==> src/rtl/dcache_responder_pkg.sv <==
// Shared definitions for the direct-mapped write-back data cache:
// geometry constants, FSM state encoding and block byte helpers.
package dcache_responder_pkg;

    localparam int DC_ADDR_W   = 8;
    localparam int DC_INDEX_W  = 3;
    localparam int DC_OFFSET_W = 2;
    localparam int DC_TAG_W    = DC_ADDR_W - DC_INDEX_W - DC_OFFSET_W;

    typedef enum logic [1:0] {
        IDLE      = 2'd0,
        WRITEBACK = 2'd1,
        FILL      = 2'd2
    } dc_state_t;

    // Byte 0 of a block lives in bits [7:0].
    function automatic logic [7:0] blk_byte(input logic [31:0] blk, input logic [1:0] off);
        return blk[{off, 3'b000} +: 8];
    endfunction

    function automatic logic [31:0] blk_merge(input logic [31:0] blk, input logic [1:0] off,
                                              input logic [7:0] b);
        logic [31:0] r;
        r = blk;
        r[{off, 3'b000} +: 8] = b;
        return r;
    endfunction

endpackage

==> src/rtl/dcache_responder_if.sv <==
// CPU-side byte interface and memory-side block interface of the data cache.
// The CPU / cache / memory each take the master or slave view as appropriate.
interface dcache_cpu_if #(parameter int ADDR_W = 8);
    logic              READ;
    logic              WRITE;
    logic [ADDR_W-1:0] ADDRESS;
    logic [7:0]        WRITEDATA;
    logic [7:0]        READDATA;
    logic              BUSYWAIT;

    modport master (output READ, WRITE, ADDRESS, WRITEDATA, input READDATA, BUSYWAIT);
    modport slave  (input READ, WRITE, ADDRESS, WRITEDATA, output READDATA, BUSYWAIT);
endinterface

interface dcache_mem_if #(parameter int BLK_ADDR_W = 6);
    logic                  mem_read;
    logic                  mem_write;
    logic [BLK_ADDR_W-1:0] mem_address;
    logic [31:0]           mem_writedata;
    logic [31:0]           mem_readdata;
    logic                  mem_busywait;

    modport master (output mem_read, mem_write, mem_address, mem_writedata,
                    input mem_readdata, mem_busywait);
    modport slave  (input mem_read, mem_write, mem_address, mem_writedata,
                    output mem_readdata, mem_busywait);
endinterface

==> src/rtl/dcache_responder_fsm.sv <==
// Miss-handling sequencer of the data cache: state register, next-state
// logic and the registered mem_read / mem_write decodes.
//
//   state     | meaning
//   ----------+-----------------------------------------------------------
//   IDLE      | serve hits; on a miss pick WRITEBACK (dirty victim) or FILL
//   WRITEBACK | push victim block to memory until mem_busywait drops
//   FILL      | fetch requested block; install it when mem_busywait drops
module dcache_fsm
    import dcache_responder_pkg::*;
(
    input  logic      CLK,
    input  logic      RESET,
    input  logic      req,
    input  logic      hit,
    input  logic      victim_dirty,
    input  logic      mem_busywait,
    output dc_state_t state_q,
    output logic      fill_done,
    output logic      mem_read,
    output logic      mem_write
);

    dc_state_t state_d;

    always_ff @(posedge CLK or negedge RESET) begin
        if (!RESET) begin
            state_q   <= IDLE;
            mem_read  <= 1'b0;
            mem_write <= 1'b0;
        end else begin
            state_q   <= state_d;
            mem_read  <= (state_d == FILL);
            mem_write <= (state_d == WRITEBACK);
        end
    end

    always_comb begin
        state_d = state_q;
        case (state_q)
            IDLE: begin
                if (req && !hit)
                    state_d = victim_dirty ? WRITEBACK : FILL;
            end
            WRITEBACK: begin
                if (!mem_busywait)
                    state_d = FILL;
            end
            FILL: begin
                if (!mem_busywait)
                    state_d = IDLE;
            end
            default: state_d = IDLE;
        endcase
    end

    assign fill_done = (state_q == FILL) && !mem_busywait;

endmodule

==> src/rtl/dcache_responder.sv <==
// Direct-mapped, write-back, write-allocate data cache between the CPU byte
// port and the 32-bit block data memory. Arrays and hit logic live here.
module dcache_responder
    import dcache_responder_pkg::*;
#(
    parameter int ADDR_W   = DC_ADDR_W,
    parameter int INDEX_W  = DC_INDEX_W,
    parameter int OFFSET_W = DC_OFFSET_W
)(
    input logic          CLK,
    input logic          RESET,
    dcache_cpu_if.slave  cpu,
    dcache_mem_if.master mem
);

    localparam int TAG_W = ADDR_W - INDEX_W - OFFSET_W;
    localparam int LINES = 1 << INDEX_W;

    logic [31:0]       data_q [LINES];
    logic [TAG_W-1:0]  tag_q  [LINES];
    logic [LINES-1:0]  valid_q;
    logic [LINES-1:0]  dirty_q;

    logic [TAG_W-1:0]    req_tag;
    logic [INDEX_W-1:0]  req_idx;
    logic [OFFSET_W-1:0] req_off;
    logic [TAG_W-1:0]    miss_tag_q;
    logic [INDEX_W-1:0]  miss_idx_q;

    logic      req;
    logic      hit;
    logic      wr_hit;
    logic      miss_start;
    logic      fill_done;
    logic      mem_read;
    logic      mem_write;
    dc_state_t state;

    assign req_tag = cpu.ADDRESS[ADDR_W-1 -: TAG_W];
    assign req_idx = cpu.ADDRESS[OFFSET_W +: INDEX_W];
    assign req_off = cpu.ADDRESS[OFFSET_W-1:0];

    assign req        = cpu.READ | cpu.WRITE;
    assign hit        = valid_q[req_idx] && (tag_q[req_idx] == req_tag);
    assign wr_hit     = (state == IDLE) && cpu.WRITE && hit;
    assign miss_start = (state == IDLE) && req && !hit;

    dcache_fsm u_fsm (
        .CLK          (CLK),
        .RESET        (RESET),
        .req          (req),
        .hit          (hit),
        .victim_dirty (valid_q[req_idx] && dirty_q[req_idx]),
        .mem_busywait (mem.mem_busywait),
        .state_q      (state),
        .fill_done    (fill_done),
        .mem_read     (mem_read),
        .mem_write    (mem_write)
    );

    // Valid/dirty are the only reset state; a reset mid-miss leaves every line invalid.
    always_ff @(posedge CLK or negedge RESET) begin
        if (!RESET) begin
            valid_q <= '0;
            dirty_q <= '0;
        end else if (fill_done) begin
            valid_q[miss_idx_q] <= 1'b1;
            dirty_q[miss_idx_q] <= 1'b0;
        end else if (wr_hit) begin
            dirty_q[req_idx] <= 1'b1;
        end
    end

    // The miss block is latched so the fill still installs where it was
    // requested even if the CPU drops its request mid-sequence.
    always_ff @(posedge CLK) begin
        if (miss_start) begin
            miss_tag_q <= req_tag;
            miss_idx_q <= req_idx;
        end
        if (fill_done) begin
            data_q[miss_idx_q] <= mem.mem_readdata;
            tag_q[miss_idx_q]  <= miss_tag_q;
        end else if (wr_hit) begin
            data_q[req_idx] <= blk_merge(data_q[req_idx], req_off, cpu.WRITEDATA);
        end
    end

    assign cpu.BUSYWAIT = req && !((state == IDLE) && hit);
    assign cpu.READDATA = (cpu.READ && hit) ? blk_byte(data_q[req_idx], req_off) : 8'h00;

    assign mem.mem_read      = mem_read;
    assign mem.mem_write     = mem_write;
    assign mem.mem_address   = (state == WRITEBACK) ? {tag_q[miss_idx_q], miss_idx_q}
                                                    : {miss_tag_q, miss_idx_q};
    assign mem.mem_writedata = data_q[miss_idx_q];

endmodule

==> src/flat_wrapper.sv <==
// flat-port wrapper written by rule: the top's interface ports become plain ports
module dcache_responder_flat import dcache_responder_pkg::*;
#(
    parameter int ADDR_W   = DC_ADDR_W,
    parameter int INDEX_W  = DC_INDEX_W,
    parameter int OFFSET_W = DC_OFFSET_W
)
  (CLK, RESET, cpu_READ, cpu_WRITE, cpu_ADDRESS, cpu_WRITEDATA, cpu_READDATA, cpu_BUSYWAIT, mem_mem_read, mem_mem_write, mem_mem_address, mem_mem_writedata, mem_mem_readdata, mem_mem_busywait);
  dcache_cpu_if #(.ADDR_W(ADDR_W)) cpu_i ();
  dcache_mem_if mem_i ();
  input logic CLK;
  input logic RESET;
  input wire logic [$bits(cpu_i.READ)-1:0] cpu_READ;
  input wire logic [$bits(cpu_i.WRITE)-1:0] cpu_WRITE;
  input wire logic [$bits(cpu_i.ADDRESS)-1:0] cpu_ADDRESS;
  input wire logic [$bits(cpu_i.WRITEDATA)-1:0] cpu_WRITEDATA;
  output wire logic [$bits(cpu_i.READDATA)-1:0] cpu_READDATA;
  output wire logic [$bits(cpu_i.BUSYWAIT)-1:0] cpu_BUSYWAIT;
  output wire logic [$bits(mem_i.mem_read)-1:0] mem_mem_read;
  output wire logic [$bits(mem_i.mem_write)-1:0] mem_mem_write;
  output wire logic [$bits(mem_i.mem_address)-1:0] mem_mem_address;
  output wire logic [$bits(mem_i.mem_writedata)-1:0] mem_mem_writedata;
  input wire logic [$bits(mem_i.mem_readdata)-1:0] mem_mem_readdata;
  input wire logic [$bits(mem_i.mem_busywait)-1:0] mem_mem_busywait;
  assign cpu_i.READ = cpu_READ;
  assign cpu_i.WRITE = cpu_WRITE;
  assign cpu_i.ADDRESS = cpu_ADDRESS;
  assign cpu_i.WRITEDATA = cpu_WRITEDATA;
  assign cpu_READDATA = cpu_i.READDATA;
  assign cpu_BUSYWAIT = cpu_i.BUSYWAIT;
  assign mem_mem_read = mem_i.mem_read;
  assign mem_mem_write = mem_i.mem_write;
  assign mem_mem_address = mem_i.mem_address;
  assign mem_mem_writedata = mem_i.mem_writedata;
  assign mem_i.mem_readdata = mem_mem_readdata;
  assign mem_i.mem_busywait = mem_mem_busywait;
  dcache_responder #(.ADDR_W(ADDR_W), .INDEX_W(INDEX_W), .OFFSET_W(OFFSET_W)) u_core (.CLK(CLK), .RESET(RESET), .cpu(cpu_i), .mem(mem_i));
endmodule
==> config.mk <==
export PLATFORM = sky130hd
export DESIGN_NAME = dcache_responder_flat
export DESIGN_NICKNAME = d
export VERILOG_FILES = /design/src/rtl/dcache_responder_pkg.sv /design/src/rtl/dcache_responder_if.sv /design/src/rtl/dcache_responder_fsm.sv /design/src/rtl/dcache_responder.sv /design/src/flat_wrapper.sv
export SDC_FILE = /design/constraint.sdc
export NUM_CORES = 1
export LEC_CHECK = 0
export ABC_AREA = 0
export BUFFER_PORTS_ARGS = -buffer_cell sky130_fd_sc_hd__buf_2
export CAP_MARGIN = 30
export CORE_UTILIZATION = 33
export DETAILED_ROUTE_END_ITERATION = 8
export GPL_TIMING_DRIVEN = 1
export SLEW_MARGIN = 20
export SYNTH_ARGS = -nofsm -noshare
export SYNTH_HDL_FRONTEND = slang
export SYNTH_SLANG_ARGS = --single-unit
export TNS_END_PERCENT = 100
==> constraint.sdc <==
create_clock -name CLK -period 6.1 [get_ports CLK]
set_input_delay 0.61 -clock CLK [delete_from_list [all_inputs] [get_ports CLK]]
set_output_delay 0.61 -clock CLK [all_outputs]
set_load 0.005 [all_outputs]
After elaboration in Yosys (flattened, before gate mapping). Memories as Yosys holds them, arrays and structs flattened. A register that Yosys moved wholly into a read port is not among the register bits. Index checks and enable logic that the tools add are counted.

Register bits after elaboration: 26. RAM bits: 280. Input bits: 53. Output and inout port bits: 49. Memories: 2.

$add $sub $neg: 1. Order comparisons: 4. Equality and inequality tests: 5. Shift operators: 3. Muxes and demuxes: 28. Bitwise operators: 5. Reductions and logical operators: 19.

Memory list: u_core.data_q (words 8, width 32, read ports 2, clocked after Yosys merged registers in 1, wr ports 1, RTL line dcache_responder.sv:19) `logic [31:0] data_q [LINES];`; u_core.tag_q (words 8, width 3, read ports 2, clocked after Yosys merged registers in 1, wr ports 1, RTL line dcache_responder.sv:20) `logic [TAG_W-1:0] tag_q [LINES];`.

Operator list (number): $bwmux 32 (1); $mux 32 (1); $reduce_or 32->1 (1); $shift 8x7->32 const A (1); $shiftx 32x6->8 (1); $shiftx 8x7->32 (1); $mux 8 (3); $or 8x8->8 (2); $logic_and 1x1->1 (13); $mux 1 (10); $mux 3 (3); $and 8x8->8 (1); $lt 3x4->1 const B (2); $mux 2 (4); $not 8->8 (1); $neg 5->7 (1); $bmux 1 s3 (2); $demux 1 s3 (2); $ge 3x1->1 const B (2); $mux 6 (1); $pmux 2 s3 (1); $eq 2x1->1 const B (2); $eq 2x2->1 const B (2); $eq 3x3->1 (1); other kinds (4) (6).

Depth between registers and ports, before layout. Gate-level depths: netlist of the first run.

Word-level depth: 9. Gate-level depth with buffers: 11. Mapped depth without buffers: 7.

Cells and area by module. A second synthesis of the first run with hierarchy kept.

Cell total of the unflattened synthesis: 1028. Area total of the unflattened synthesis: 15348.5 µm².

Modules (own cells, without submodules): dcache_responder (times used 1, cells each 1013, area each 15175.8 µm², sequential area each 9048.7 µm²); dcache_fsm (times used 1, cells each 15, area each 172.7 µm², sequential area each 100.1 µm²).

Worst setup path before layout of the first run. Ideal clock, no wire load.

Path type: input -> register. Start: input cpu_ADDRESS[2]. End: memory u_core.data_q[1][0], enable pin. Library setup time: 0.470 ns. Arrival time: 4.839 ns. Setup slack: 0.791 ns. Stages on the path: 10. Buffers on the path: 4. Cells stage by stage: buf_4 buf_6 mux2i_1 mux4_2 xnor2_1 nor4_4 nand3_2 buf_6 buf_6 o31ai_1.

Longest elaborated chain between the ends: 9.

Ends and longest elaborated chain: from (decl) (RTL line flat_wrapper.sv:15) `input wire logic [$bits(cpu_i.ADDRESS)-1:0] cpu_ADDRESS;`; $mem_v2 8x3 / $bmux 1 s3 (equally long branches); $eq 3x3->1 / $mux 1 (equally long branches) (RTL line dcache_responder.sv:44) `assign hit = valid_q[req_idx] && (tag_q[req_idx] == req_tag);`; $logic_and 1x1->1 (RTL line dcache_responder.sv:44); $logic_and 1x1->1 (RTL line dcache_responder.sv:45) `assign wr_hit = (state == IDLE) && cpu.WRITE && hit;`; $mux 1 (RTL line dcache_responder.sv:84) `end else if (wr_hit) begin`; $mux 1 (RTL line dcache_responder.sv:81) `if (fill_done) begin`; $mux 1 (not written as such) (RTL line dcache_responder.sv:85) `data_q[req_idx] <= blk_merge(data_q[req_idx], req_off, cpu.WRITEDATA);`; $reduce_or 32->1 (no source line); $mux 3 (no source line) / $mux 1 (equally long branches); to (decl) (RTL line dcache_responder.sv:19).

Several ways; a longest one is shown, not always the timed one. The select of a mux whose other input is x is not followed.

Worst setup path after layout of the first run.
Start: input cpu_ADDRESS[2]. End: output cpu_READDATA[7].

Longest elaborated chain between the ends: 5.

Ends and longest elaborated chain: parallel branches: the longest is 4 deep, another holds $mem_v2 8x32; $mux 8 (*) (RTL line dcache_responder.sv:90) `assign cpu.READDATA = (cpu.READ && hit) ? blk_byte(data_q[req_idx], req_off) : 8'h00;`; to (decl) (RTL line flat_wrapper.sv:17) `output wire logic [$bits(cpu_i.READDATA)-1:0] cpu_READDATA;`.

Every way passes the cells marked *. The select of a mux whose other input is x is not followed.

==> results.toml, run 1 <==
[status]
status = "finished clean"

[clock_network]
insertion_delay_ps = 530
clk_pin_slew_worst_paths_ps = 60
hold_buffers = 0
cts_num_sinks = 309
cts_setup_buffers = 0
cts_buffers = 34
root_buffer = "clkbuf_16"
cts_resized = 0
clockBufferDepth = 3
cts_tree = "built"
htree_levels = 2

[timing]
tns_ps = 0
hold_viol_final = 0
slew_headroom = 0.3545
hold_ws_ps = 66.67
rsz0062_at_grt = "no"
worstMarginPinSlew_ps = 964.7
fmax_mhz = 227.6
finalCritPeriodShare = 0.7203
min_period_ps = 4394
slew_violations = 0
setup_viol = 0
skew_ps = 30.54

[global_routing]
grt_max_degree = 54
grt_overflow = 0
antenna_found_initial = 0
grt_pass1_wl_mm = 66.12
grt_pass1_vias = 9646
grt.total_usage = 0.1949

[routing]
num_vias = 9452
via_per_inst = 5.792
totalWireLength_mm = 45.42
wire_per_inst_um = 27.83
drtIter0Drc = 1037
drc_errors = 0
drtAntennaViolNets = 0
dr.pass1.iters = 5

[power_and_ir_drop]
p_per_area_nw_per_um2 = 367.5
leakage_uw = 0.006006
seqPwrFrac = 0.423
ir_worst_vdd_mv = 0.1935
comb_power_share = 0.243
cell_internal_pwr_uw = 4646
power_switching_uw = 1798
p_clk_frac = 0.334
switching_share = 0.2790

[worst_setup_path]
crit_fanout = 32
end_kind = "primary output"
path_class = "input pin to primary output"
cp.required_ps = 5490
reg2reg_depth = 8
startpoint = "cpu_ADDRESS[2]"
worstPathArrival_ps = 3780
start_kind = "input pin"
r2r-start = "u_core.tag_q[5][0]$_DFFE_PP_"

[logic_synthesis]
seq_area_frac_synth = 0.6083
ys_warn_count = 0
synth_commonest_cells = "edfxtp_1 (286), mux4_2 (105), mux2_2 (76)"
synthCells = 909
synth_ff_type = "edfxtp_1"
yosys.area.top_type_share = 0.5710
syn_nets = 967
ys_ff_latch = 309
postSynthAreaPerCell_um2 = 16.55
synth_area_um2 = 15040
synthArstFlopShare = 0.06472
synth.area.top_cells = "edfxtp_1 (57%), mux4_2 (16%), mux2_2 (5.7%)"
synth_edf_count = 286
synth.distinct_cells = 49
synth_most_common_cell = "edfxtp_1"
yosys.area.top_type = "edfxtp_1"

[floorplanning]
fp.dieW_um = 215.5
rows = 77
core_area_um2 = 44610
ios = 102
initial_core_util = 0.3372
dieArea_um2 = 46440
die_h_um = 215.5

[placed_design]
portBuffers = 101
gp_congestion = 0.8980
hpwl_mm = 29.93

[cells_and_area]
antenna_cells = 0
num-nets-final = 1075
area_delta_synth_final_pct = 16.59
drive_above_1_share = 0.3635

[min_path]
hp-class = "input pin to asynchronous set/reset pin"

[flow_run]
drv_cap = 0
==> power groups by stage <==
stage / clock network [uW] / registers, uW / logic [uW]
floorplan: 0 / 2640 / 1080
global placement: 0 / 2770 / 1580
detailed placement: 0 / 2780 / 1580
CTS: 2170 / 2730 / 1590
global route: 2250 / 2760 / 1670
finish: 2150 / 2730 / 1570
==> cell type report <==
| cell class | instances | area (um^2) |
|---|---|---|
| Inverter | 23 | 86.33 |
| Timing Repair Buffer | 129 | 768.2 |
| Multi-Input combinational cell | 520 | 5623 |
| Sequential cell | 309 | 9158 |
| Fill cell | 4029 | 27070 |
| Clock buffer | 42 | 923.4 |
| Tap cell | 592 | 740.7 |
| Clock inverter | 17 | 236.5 |
==> through the flow <==
step                      instance area, um^2    util  setup slack [ps]  instances  total power [uW]
after CTS                               17540  0.3931              1714       1632              6497
final                                   17540  0.3931              1706       1632              6444
after detailed placement                16380  0.3671              1596       1573              4357
after global placement                  16360  0.3668              1687       1571              4349
after floorplan                         15040       -             791.0        909              3725
after global routing                    17540  0.3931              1588       1632              6672
==> final timing paths <==
kind,to,slack (ps)
max reg2reg,u_core.data_q[4][23]$_DFFE_PP_,2550
min reg2reg,u_core.valid_q[7]$_DFFE_PN0P_,460
max,cpu_READDATA[7],1710
min,u_core.u_fsm.state_q[1]$_DFF_PN0_,70
max in group asynchronous,u_core.dirty_q[3]$_DFFE_PN0P_,5670
min in group CLK,u_core.miss_tag_q[2]$_DFFE_PP_,320
==> routing by layer <==
layer / track usage / wire [um]
met1: 0.2648 / 18600
met4: 0.05839 / 1222
met5: 0 / 0
met3: 0.05018 / 4500
met2: 0.3067 / 21100
==> worst max-delay path, stage by stage <==
cell	delay (ps)
buf_2	590
buf_4	610
and2_1	670
a22oi_1	190
nor2_1	140
a211oi_1	80
mux4_2	500
nor2_1	190
buf_2	160
==> cells in the final DEF, fill, tap and decap left out, types with 5 or more instances in the layout <==
master and count:
edfxtp_1 286, mux4_2 105, buf_2 100, mux2_2 76, mux2i_1 60, nand2_1 58, clkbuf_16 36, nor2_1 35
o21ai_0 33, buf_4 25, a221oi_1 23, a22oi_1 22, inv_1 21, dfrtp_1 20, o22ai_1 18, a22o_1 13
nand2b_1 9, a21oi_1 7, a211oi_1 6, nor2b_1 6, clkbuf_1 6, bufinv_16 6, clkinv_1 5, ha_1 5
clkinv_2 5
==> registers in the layout, summed over array words and instances, names as in the netlist, 2 cells and up, named ones only <==
| signal | count |
|---|---|
| u_core.miss_tag_q | 3 |
| u_core.dirty_q | 8 |
| u_core.tag_q | 24 |
| u_core.u_fsm.state_q | 2 |
| u_core.valid_q | 8 |
| u_core.miss_idx_q | 3 |
| u_core.data_q | 256 |
==> cell families after synthesis <==
logic type      share of synthesized area
mux                                0.2541
simple gates                      0.04018
buf+inv                           0.02504
compound gates                    0.06655
fa+ha+maj                        0.004159
xor+xnor                         0.001747
flops                              0.6083
Note: power is estimated with default switching activity, not from simulation.
==> run 2, diff against run 1 <==
--- a/config.mk
+++ b/config.mk
@@ -5,7 +5,7 @@
 export SDC_FILE = /design/constraint.sdc
 export NUM_CORES = 1
 export LEC_CHECK = 0
-export ABC_AREA = 0
+export ABC_AREA = 1
 export BUFFER_PORTS_ARGS = -buffer_cell sky130_fd_sc_hd__buf_2
 export CAP_MARGIN = 30
 export CORE_UTILIZATION = 33
==> constraint.sdc (replaced) <==
create_clock -name CLK -period 3.8 [get_ports CLK]
set_input_delay 0.38 -clock CLK [delete_from_list [all_inputs] [get_ports CLK]]
set_output_delay 0.38 -clock CLK [all_outputs]
set_load 0.005 [all_outputs]
==> results.toml, run 2 <==
[worst_setup_path]
cpPeakStageDelay_ps = 650
ff2ff_setup_slack_ps = 1170
reg2reg_depth = 10
path_cells = "buf_4 -> o21ai_0 -> o21ai_0 -> nor2_1 -> a31oi_1 -> buf_2"
crit_fanout = 63
start_kind = "register"
crit_family = "buffers and inverters"
path_buf_inv = 2
r2r_end = "u_core.data_q[6][2]$_DFFE_PP_"
end_kind = "primary output"
worstPathArrival_ps = 3060
cpMostUsedCell = "o21ai_0"
r2r-start = "u_core.tag_q[3][1]$_DFFE_PP_"
cp.required_ps = 3420
path_class = "register to primary output"
slowest_stage = "dfxtp_4"

[global_routing]
grt_max_degree = 80
grt.total_usage = 0.2149
grt_overflow = 0
antenna_found_initial = 1
grt_pass1_wl_mm = 79.51
grt_pass1_vias = 12900

[cells_and_area]
antenna_cells = 0
top_regs = "u_core.data_q (256), u_core.tag_q (24)"
area_delta_synth_final_pct = 15.92
largest_reg_flops = 256
num-nets-final = 1917
regMostFlops = "u_core.data_q"
layout_commonest_cell = "nand2_1"
final_cell_mix = "nand2_1 (379), edfxtp_1 (286), o21ai_0 (247), a21oi_1 (183), inv_1 (176)"
drive_above_1_share = 0.1328

[floorplanning]
rows = 80
ios = 102
die_h_um = 221.5
dieArea_um2 = 49040
core_area_um2 = 47650
fp.dieW_um = 221.5
initial_core_util = 0.3336

[timing]
hold_viol_final = 0
hold_ws_ps = 65.12
min_period_ps = 3444
slew_headroom = 0.3933
finalCritPeriodShare = 0.9063
fmax_mhz = 290.4
setup_viol = 0
worst_slack_ps = 356.0
rsz0062_at_grt = "no"
skew_ps = 42.12
worstMarginPinSlew_ps = 908.8
tns_ps = 0
slew_violations = 0

[clock_network]
insertion_delay_ps = 560
root_buffer = "clkbuf_16"
htree_levels = 2
clk_pin_slew_worst_paths_ps = 60
cts_num_sinks = 309
hold_buffers = 1
clockBufferDepth = 3
cts_setup_buffers = 0
cts_resized = 0
cts_buffers = 36
cts_tree = "built"

[power_and_ir_drop]
seqPwrFrac = 0.382
p_per_area_nw_per_um2 = 606.0
switching_share = 0.3586
cell_internal_pwr_uw = 7160
power_switching_uw = 4004
ir_worst_vdd_mv = 0.4776
total_power_uw = 11160
leakage_uw = 0.007212
p_clk_frac = 0.306
comb_power_share = 0.312

[logic_synthesis]
synthArstFlopShare = 0.06472
synth.distinct_cells = 37
seq_area_frac_synth = 0.5757
synth.area.top_cells = "edfxtp_1 (54%), nand2_1 (9.0%), o21ai_0 (7.8%)"
syn_nets = 1833
synth_most_common_cell = "nand2_1"
yosys.area.top_type_share = 0.5404
ys_warn_count = 0
postSynthAreaPerCell_um2 = 8.954
synthCells = 1775
ys_ff_latch = 309
yosys.area.top_type = "edfxtp_1"
synth_area_um2 = 15890
synth_commonest_cells = "nand2_1 (379), edfxtp_1 (286), o21ai_0 (247)"
synth_edf_count = 286
synth_ff_type = "edfxtp_1"

[min_path]
hp-class = "input pin to register"
min_from = "cpu_ADDRESS[5]"
hold_depth = 1
holdPathEnd = "u_core.miss_tag_q[0]$_DFFE_PP_"

[placed_design]
portBuffers = 101
gp_congestion = 0.8651
hpwl_mm = 34.99
place_ws_ps = 572.7

[routing]
via_per_inst = 5.515
totalWireLength_mm = 53.71
drtIter0Drc = 1428
drtAntennaViolNets = 0
wire_per_inst_um = 21.51
dr.pass1.iters = 6
drc_errors = 0
num_vias = 13770

[status]
status = "finished clean"

[flow_run]
drv_cap = 0
-- run 2: layer usage --
layer,GRT usage,share of wire,vias up
met3,0.03041,0.092,126
met4,0.08714,0.034,2
met1,0.2965,0.42,6577
met2,0.3401,0.46,747
li1,-,-,6318
met5,0,0.00015,-
-- run 2: cell type report --
cell class / count / area, um^2
timing repair buffer: 156 / 1036
fill: 4732 / 29220
clock inverter: 19 / 212.7
sequential: 309 / 9154
multi-input combinational: 1171 / 5630
clock buffer: 42 / 923.4
tap: 615 / 769.5
inverter: 185 / 696.9
-- run 2: per-stage QoR --
stage | std cells | util | area, um^2
finish | 2497 | 0.3867 | 18420
global route | 2497 | 0.3867 | 18420
CTS | 2497 | 0.3867 | 18420
detailed placement | 2435 | 0.3626 | 17280
global placement | 2434 | 0.3624 | 17270
floorplan | 1775 | - | 15890
-- run 2: kinds of logic (layout without fill, tap and decap cells) --
group / after synthesis / count (layout) / synth area share
buffers and inverters: 295 / 402 / 0.07487
adders and majority gates: 5 / 5 / 0.003936
DFF: 309 / 309 / 0.5757
and+or+nand+nor: 604 / 604 / 0.1559
AOI/OAI and AO/OA: 562 / 562 / 0.1897
-- run 2: how the worst max path moves through the flow --
| stage | start | endpoint | slack [ps] | cells after the start |
|---|---|---|---|---|
| final | register | mem_mem_writedata[19] | 360 | 6 |
| after global routing | cpu_ADDRESS[2] | cpu_READDATA[3] | 290 | 13 |
| after CTS | register | mem_mem_writedata[19] | 450 | 6 |
| after detailed placement | cpu_ADDRESS[2] | cpu_READDATA[3] | 570 | 13 |
| after global placement | cpu_ADDRESS[2] | cpu_READDATA[7] | 550 | 13 |
| after floorplan | cpu_ADDRESS[4] | u_core.data_q[4][0]$_DFFE_PP_ | 410 | 14 |
-- run 2: worst register-to-register path: stages (launching register included) --
cell and delay, ps:
edfxtp_1 400, inv_1 80, nand2_1 40, nand3_1 90
nand2_1 90, o21bai_1 200, nand2_1 160, nor2_8 190
nand3_4 280, buf_12 310, o21ai_1 530
-- run 2: power groups by stage --
stage	clock [uW]	combinational [uW]	sequential (uW)
floorplan	0	2070	4220
CTS	3450	3450	4270
global route	3560	3780	4300
global placement	0	3390	4330
finish	3420	3480	4270
detailed placement	0	3430	4340
==> run 3, diff against run 2 <==
--- a/config.mk
+++ b/config.mk
@@ -5,7 +5,6 @@
 export SDC_FILE = /design/constraint.sdc
 export NUM_CORES = 1
 export LEC_CHECK = 0
-export ABC_AREA = 1
 export BUFFER_PORTS_ARGS = -buffer_cell sky130_fd_sc_hd__buf_2
 export CAP_MARGIN = 30
 export CORE_UTILIZATION = 33
==> results.toml, run 3 (synthesis gave the netlist of run 1 again) <==
[status]
status = "finished clean"

[floorplanning]
initial_core_util = 0.3372
rows = 77
core_area_um2 = 44610
die_h_um = 215.5
dieArea_um2 = 46440
ios = 102
fp.dieW_um = 215.5

[clock_network]
root_buffer = "clkbuf_16"
clk_pin_slew_worst_paths_ps = 60
clockBufferDepth = 3
cts_setup_buffers = 0
cts_tree = "built"
cts_buffers = 34
insertion_delay_ps = 550
cts_num_sinks = 309
htree_levels = 2

[global_routing]
grt_overflow = 0
grt.total_usage = 0.1941
grt_pass1_wl_mm = 65.36
grt_max_degree = 47
antenna_found_initial = 0
grt_pass1_vias = 9535

[timing]
slew_headroom = 0.4749
finalCritPeriodShare = 0.9155
worstMarginPinSlew_ps = 787.7
setup_viol = 0
fmax_mhz = 287.4
skew_ps = 32.00
hold_ws_ps = 65.63
slew_violations = 0
tns_ps = 0
worst_slack_ps = 320.9
rsz0062_at_grt = "no"
min_period_ps = 3479
hold_viol_final = 0

[power_and_ir_drop]
p_per_area_nw_per_um2 = 571.2
leakage_uw = 0.006101
ir_worst_vdd_mv = 0.3947
total_power_uw = 10120

[worst_setup_path]
path_cells = "buf_2 -> buf_12 -> nand2_1 -> buf_4 -> o22ai_1 -> a211oi_1 -> mux4_2 -> nor2_1 -> buf_2"
crit_family = "buffers and inverters"
path_buf_inv = 4
path_class = "input pin to primary output"
worstPathArrival_ps = 3100
crit_fanout = 46
end_kind = "primary output"
cp.required_ps = 3420
slowest_stage = "mux4_2"
cpPeakStageDelay_ps = 490
cpMostUsedCell = "buf_2"
start_kind = "input pin"

[cells_and_area]
top_regs = "u_core.data_q (256), u_core.tag_q (24)"
nFillCells = 4037
layout_commonest_cell = "edfxtp_1"
antenna_cells = 0
num-nets-final = 1099
regMostFlops = "u_core.data_q"
drive_above_1_share = 0.3718
area_delta_synth_final_pct = 17.74
multiInputGateArea_um2 = 5623
largest_reg_flops = 256
final_cell_mix = "edfxtp_1 (286), mux4_2 (105), buf_2 (99), mux2_2 (76), mux2i_1 (60)"
seq_area_um2 = 9158

[placed_design]
gp_congestion = 0.8583
hpwl_mm = 29.66
place_ws_ps = 131.2
portBuffers = 101

[routing]
totalWireLength_mm = 45.27
drtAntennaViolNets = 0
num_vias = 9488
dr.pass1.iters = 5
drc_errors = 0
wire_per_inst_um = 27.32
via_per_inst = 5.726
drtIter0Drc = 911

[flow_run]
drv_cap = 0

[min_path]
hp-class = "input pin to register"
## run 3: layer usage
| metal | share of wire | wire length [um] | vias to the layer above | track usage |
|---|---|---|---|---|
| li1 | - | - | 3991 | - |
| met1 | 0.42 | 19180 | 4957 | 0.2723 |
| met2 | 0.47 | 21400 | 460 | 0.3091 |
| met3 | 0.076 | 3463 | 80 | 0.03199 |
| met4 | 0.027 | 1232 | 0 | 0.05839 |
| met5 | 0 | 0 | - | 0 |
## run 3: what timing repair did
item | CTS | global route
hold buffers | 1 | 0
endpoints found under the hold margin | 20 | 0
resized for setup | 0 | 0
## run 3: cell type report
type / count / area share
clock inverter: 16 / 0.008479
multi-input combinational: 520 / 0.3175
clock buffer: 44 / 0.05137
tap: 592 / 0.04183
timing repair buffer: 153 / 0.05879
sequential: 309 / 0.5171
inverter: 23 / 0.004875
## run 3: power by group
| part | leakage, uW | internal (uW) | switching (uW) |
|---|---|---|---|
| logic | 0.00274 | 1310 | 1260 |
| registers | 0.00285 | 4080 | 304 |
| clock network | 0.000511 | 1840 | 1330 |
## run 3: worst register-to-register path, stage by stage, from the launching register on
cell	delay [ps]
edfxtp_1	360
mux2i_1	80
mux4_2	480
xnor2_1	170
nor4_4	420
nand3_4	400
buf_12	330
mux2i_1	480
## run 3: path summary, 6_finish.rpt
| path | cells past startpoint | slack [ps] | to | start |
|---|---|---|---|---|
| worst max register to register | 7 | 790 | u_core.data_q[5][12]$_DFFE_PP_ | u_core.tag_q[0][0]$_DFFE_PP_ |
| worst max-delay path | 9 | 320 | cpu_READDATA[0] | cpu_ADDRESS[2] |
| min in group asynchronous | 2 | 370 | u_core.valid_q[6]$_DFFE_PN0P_ | RESET |
| worst min-delay path | 1 | 70 | u_core.miss_tag_q[2]$_DFFE_PP_ | cpu_ADDRESS[7] |
| worst min register to register | 1 | 470 | u_core.valid_q[5]$_DFFE_PN0P_ | u_core.valid_q[5]$_DFFE_PN0P_ |
| max in group asynchronous | 2 | 3070 | u_core.dirty_q[4]$_DFFE_PN0P_ | RESET |
## run 3: metrics by stage
step                      utilization  std cells  cell area, um^2
final                          0.3970       1657            17710
after global routing           0.3970       1657            17710
after CTS                      0.3970       1657            17710
after detailed placement       0.3730       1596            16640
after global placement         0.3730       1596            16640
after floorplan                     -        909            15080
